**config.mk**
```make
export PLATFORM = sky130hd
export DESIGN_NAME = uart_cmd_decoder
export DESIGN_NICKNAME = d
export VERILOG_FILES = /design/src/rtl/uart_cmd_pkg.sv /design/src/rtl/uart_timeout_timer.sv /design/src/rtl/uart_cmd_decoder.sv
export SDC_FILE = /design/constraint.sdc
export NUM_CORES = 1
export LEC_CHECK = 0
export CELL_PAD_IN_SITES_DETAIL_PLACEMENT = 1
export CELL_PAD_IN_SITES_GLOBAL_PLACEMENT = 2
export CORE_MARGIN = 5
export CORE_UTILIZATION = 38
export CTS_BUF_LIST = sky130_fd_sc_hd__clkbuf_16
export DETAILED_ROUTE_END_ITERATION = 6
export PLACE_DENSITY = 0.8
export SYNTH_ARGS = -nofsm -noshare
export SYNTH_HDL_FRONTEND = slang
export SYNTH_SLANG_ARGS = --single-unit
export TNS_END_PERCENT = 5
```
**constraint.sdc**
```tcl
create_clock -name clk -period 2.15 [get_ports clk]
set_input_delay 0.43 -clock clk [delete_from_list [all_inputs] [get_ports clk]]
set_output_delay 0.43 -clock clk [all_outputs]
set_load 0.01 [all_outputs]
```
**src/rtl/uart_cmd_pkg.sv**
```systemverilog
// Shared definitions for the UART command frame decoder: frame marker,
// FSM state encoding and error codes reported on err_code.
package uart_cmd_pkg;

  localparam logic [7:0] SOF_DEFAULT = 8'hA5;

  typedef enum logic [2:0] {
    S_IDLE,
    S_OP,
    S_LEN,
    S_DATA,
    S_CHK,
    S_HOLD
  } state_t;

  localparam logic [1:0] ERR_CHK = 2'd0;
  localparam logic [1:0] ERR_LEN = 2'd1;
  localparam logic [1:0] ERR_TMO = 2'd2;
  localparam logic [1:0] ERR_OVR = 2'd3;

endpackage

```
**src/rtl/uart_timeout_timer.sv**
```systemverilog
// Inter-byte idle timer: counts enabled cycles since the last clear and
// flags expire for the single cycle the count sits at TIMEOUT_CYC-1.
module uart_timeout_timer #(
  parameter int TIMEOUT_CYC = 50_000
) (
  input  logic clk,
  input  logic nrst,
  input  logic en,
  input  logic clr,
  output logic expire
);

  localparam int W = (TIMEOUT_CYC > 1) ? $clog2(TIMEOUT_CYC) : 1;
  localparam logic [W-1:0] TERM = W'(TIMEOUT_CYC - 1);

  logic [W-1:0] cnt;
  logic         at_term;

  assign at_term = (cnt == TERM);
  // A clear in the terminal cycle suppresses expire: the byte wins.
  assign expire  = en && !clr && at_term;

  always_ff @(posedge clk or negedge nrst) begin
    if (!nrst)                      cnt <= '0;
    else if (clr || !en || at_term) cnt <= '0;
    else                            cnt <= cnt + 1'b1;
  end

endmodule

```
**src/rtl/uart_cmd_decoder.sv**
```systemverilog
// Assembles SOF/OP/LEN/payload/CHK frames from UART byte strobes into
// commands on a valid/ready port; framing faults pulse err_pulse/err_code.
module uart_cmd_decoder
  import uart_cmd_pkg::*;
#(
  parameter int         FREQ        = 50_000_000,
  parameter int         TIMEOUT_CYC = 50_000,
  parameter int         MAX_LEN     = 4,
  parameter logic [7:0] SOF         = SOF_DEFAULT
) (
  input  logic        clk,
  input  logic        nrst,
  input  logic [7:0]  rx_data,
  input  logic        rx_vld,
  output logic        cmd_valid,
  input  logic        cmd_ready,
  output logic [7:0]  cmd_op,
  output logic [2:0]  cmd_len,
  output logic [31:0] cmd_payload,
  output logic        err_pulse,
  output logic [1:0]  err_code
);

  if (MAX_LEN < 1 || MAX_LEN > 4 || FREQ <= 0) begin : g_param_chk
    $error("uart_cmd_decoder: MAX_LEN must be 1..4 and FREQ positive");
  end

  state_t      state;
  logic [7:0]  op_r;
  logic [7:0]  acc;
  logic [2:0]  len_r;
  logic [1:0]  idx;
  logic [31:0] pay_r;
  logic        tmo_en;
  logic        expire;

  assign tmo_en = (state == S_OP) || (state == S_LEN) ||
                  (state == S_DATA) || (state == S_CHK);

  uart_timeout_timer #(.TIMEOUT_CYC(TIMEOUT_CYC)) u_tmo (
    .clk    (clk),
    .nrst   (nrst),
    .en     (tmo_en),
    .clr    (rx_vld),
    .expire (expire)
  );

  always_ff @(posedge clk or negedge nrst) begin
    if (!nrst) begin
      state       <= S_IDLE;
      op_r        <= '0;
      acc         <= '0;
      len_r       <= '0;
      idx         <= '0;
      pay_r       <= '0;
      cmd_valid   <= 1'b0;
      cmd_op      <= '0;
      cmd_len     <= '0;
      cmd_payload <= '0;
      err_pulse   <= 1'b0;
      err_code    <= ERR_CHK;
    end else begin
      err_pulse <= 1'b0;
      case (state)
        S_IDLE: if (rx_vld && rx_data == SOF) state <= S_OP;
        // Command held stable; stray bytes are overruns, handshake still completes.
        S_HOLD: begin
          if (cmd_ready) begin
            cmd_valid <= 1'b0;
            state     <= S_IDLE;
          end
          if (rx_vld) begin
            err_pulse <= 1'b1;
            err_code  <= ERR_OVR;
          end
        end
        default: begin
          if (rx_vld) begin
            case (state)
              S_OP: begin
                op_r  <= rx_data;
                acc   <= rx_data;
                state <= S_LEN;
              end
              S_LEN: begin
                if (rx_data > 8'(MAX_LEN)) begin
                  err_pulse <= 1'b1;
                  err_code  <= ERR_LEN;
                  state     <= S_IDLE;
                end else begin
                  len_r <= rx_data[2:0];
                  acc   <= acc ^ rx_data;
                  pay_r <= '0;
                  idx   <= '0;
                  state <= (rx_data == 8'd0) ? S_CHK : S_DATA;
                end
              end
              S_DATA: begin
                pay_r[{idx, 3'b000} +: 8] <= rx_data;
                acc <= acc ^ rx_data;
                idx <= idx + 2'd1;
                if ({1'b0, idx} == len_r - 3'd1) state <= S_CHK;
              end
              S_CHK: begin
                if (rx_data == acc) begin
                  cmd_valid   <= 1'b1;
                  cmd_op      <= op_r;
                  cmd_len     <= len_r;
                  cmd_payload <= pay_r;
                  state       <= S_HOLD;
                end else begin
                  err_pulse <= 1'b1;
                  err_code  <= ERR_CHK;
                  state     <= S_IDLE;
                end
              end
              default: state <= S_IDLE;
            endcase
          end else if (expire) begin
            err_pulse <= 1'b1;
            err_code  <= ERR_TMO;
            state     <= S_IDLE;
          end
        end
      endcase
    end
  end

endmodule

```
==> results.ini <==
[route]
drt-pass1-iter-count=4
routed_via_density=5.177
wl_per_cell_um=18.14
drc=0
num_vias=4059
wirelength_um=14220
drt_iter0_drc=191
ant_nets=0

[clock_network]
cts-root-buf=clkbuf_16
clk_latency_ns=0.42
cts_buffer_depth=2
cts_setup_buffers=0
cts_resized=0
cts_hold_buf=0
numCtsBuffers=17
clk_pin_slew_ns=0.05
cts_tree=built
htreeDepth=4
cts.sinks=119

[finish]
fillers=1547
multi_input_area_um2=2409
layout.nets=607
area_growth_pct=28.40
fin_cells=784
antenna_cells=0
drive_gt1_share_pct=20.17
final_cell_mix=119 x dfrtp_1, 57 x clkdlybuf4s50_1, 45 x inv_1
regArea_um2=2978
final_common_cell=dfrtp_1
fin_util_pct=50.22

[sta]
hold_viol=0
finalSetupViolCount=0
worst_pin_slew_ns=0.6389
max_freq_ghz=0.4832
fin_skew_ns=0.009789
period_minus_slack_ns=2.070
relSlewSlack_pct=57.40
rsz0062_at_grt=yes
fin_crit_sh_pct=96.27
maxSlewViolCount=0

[synthesis]
synth_area_um2=5728
ys_seq_elements=119
syn_nets=521
synth_edf_count=0
synth-warning-count=0
yosysSeqAreaShare_pct=51.99
synthArstFlopShare_pct=100.0
syn-instance-count=502
synthFlopType=dfrtp_1
avgSynthCellArea_um2=11.41
synth.distinct_cells=53

[critical_path]
start_kind=input port
critPathMaxFanout=22
cp.arrival_ns=2.36
cp.required_ns=2.44
crit_type=in2reg
worstRegToRegCells=7
critPathCaptureType=register

[power_and_ir_drop]
intPower_mw=6.051
p_seq_share_pct=39.4
p_leak_nw=3.319
p_comb_share_pct=25.7
powerDensity_nw_per_um2=1173
power.switching_mw=2.576
clock_power_share_pct=34.9
sw_frac_of_total_pct=29.86
ir_drop_mv=0.6462

[run_status]
status=finished, final reports clean

[placed_design]
globalplace.congestion=0.8082
place.port_buffers=58
hpwl_um=9510
dp.cells=752

[global_routing]
grt_max_degree=120
grt_antenna_before_repair=0
grtUsageMet3_pct=4.784
grt.busiest_layer=met2
grt_pass1_vias=4436
grt_overflow=0
grt_pass1_wl_um=23720
grt_use_met1_pct=21.40
grt_use_met2_pct=28.19
grt_use_total_pct=17.02

[run]
maxCapViolCount=0

[floorplanning]
die_h_um=132.8
core_um2=14640
initial_core_util_pct=39.11
dieArea_um2=17630
placementRows=44
io-pin-count=59
die_w_um=132.8

[hold_path]
hold_class=in2async

metrics by stage:
stage / setup TNS (ns) / hold WS (ns) / worst slack, ns / total power, mW / cell area (µm²)
finish: 0 / 0.1138 / 0.08026 / 8.627 / 7355
global route: -0.02138 / 0.1598 / -0.02138 / 9.120 / 7355
CTS: 0 / 0.1454 / 0.04639 / 8.720 / 7347
detailed placement: -21.55 / 0.4739 / -0.3910 / 5.634 / 6729
global placement: -17.77 / 0.4627 / -0.2969 / 5.492 / 6729
floorplan: 0 / 0.1344 / 0.2909 / 4.659 / 5728
registers in the layout (all words and copies together) (netlist names), 2 cells and up:
register     cells
u_tmo.cnt       16
len_r            3
state            3
acc              8
pay_r           32
op_r             8
cmd_len          3
err_code         2
cmd_payload     32
idx              2
cmd_op           8
final timing paths:
path | from | endpoint | slack (ns)
worst max-delay path | rx_data[6] | cmd_len[1] | 0.08
min in group clk | op_r[2] | cmd_op[2] | 0.48
max in group asynchronous | nrst | pay_r[1] | 1.58
worst min register to register | op_r[2] | cmd_op[2] | 0.48
worst min-delay path | nrst | cmd_payload[22] | 0.11
worst max register to register | state[1] | pay_r[2] | 0.14
cells by family (layout without fill, tap and decap cells):
logic type | Yosys count | in the layout | synth area share (%)
buffers and inverters | 67 | 165 | 5.985
AND/OR/NAND/NOR | 162 | 162 | 16.78
AO/OA/AOI/OAI | 67 | 67 | 7.143
multiplexers | 55 | 55 | 12.76
flip-flops | 119 | 119 | 51.99
adder cells (fa/ha/maj) | 7 | 7 | 1.529
XOR/XNOR | 25 | 25 | 3.823
cell usage after synthesis (7+ instances only):
master    count  area share [%]
clkbuf_1     10            0.66
mux2_1        8             1.6
buf_2         7            0.61
xor2_1       14             2.1
nor2_1       31             2.0
and3_1       10             1.1
nand2_1      23             1.5
a31oi_1      10             1.1
nor3b_1      10             1.3
mux2_2       16             3.1
dfrtp_1     119              52
inv_1        41             2.7
nand3b_1      9             1.2
xnor2_1      11             1.7
ha_1          7             1.5
mux2_4       30             7.9
nand3_1      37             3.2
o21ai_0      35             3.1
final cells by class:
class                           instances  area share [%]
Multi-Input combinational cell        316           32.75
Clock inverter                         14           2.620
Inverter                               41           2.093
Clock buffer                           17           5.784
Timing Repair Buffer                   93           13.13
Tap cell                              184           3.130
Sequential cell                       119           40.49
power by group through the flow:
stage	Clock [mW]	Sequential (mW)	Combinational, mW
after floorplan	0	3.30	1.36
after global placement	0	3.39	2.10
after detailed placement	0	3.43	2.20
after CTS	3.07	3.41	2.24
after global routing	3.19	3.48	2.45
final	3.01	3.40	2.22
routing by layer:
metal	vias to the layer above	share of wire [%]
met5	-	0
met4	0	1.7
met3	17	3.0
met2	60	49
met1	2064	46
li1	1918	-
worst max-delay path: stages:
cell             delay [ns]
clkdlybuf4s50_1        0.45
xor2_1                 0.18
nor4_2                 0.36
and4_2                 0.37
buf_12                 0.22
mux2_1                 0.34
Note: power is estimated with default switching activity, not from simulation.
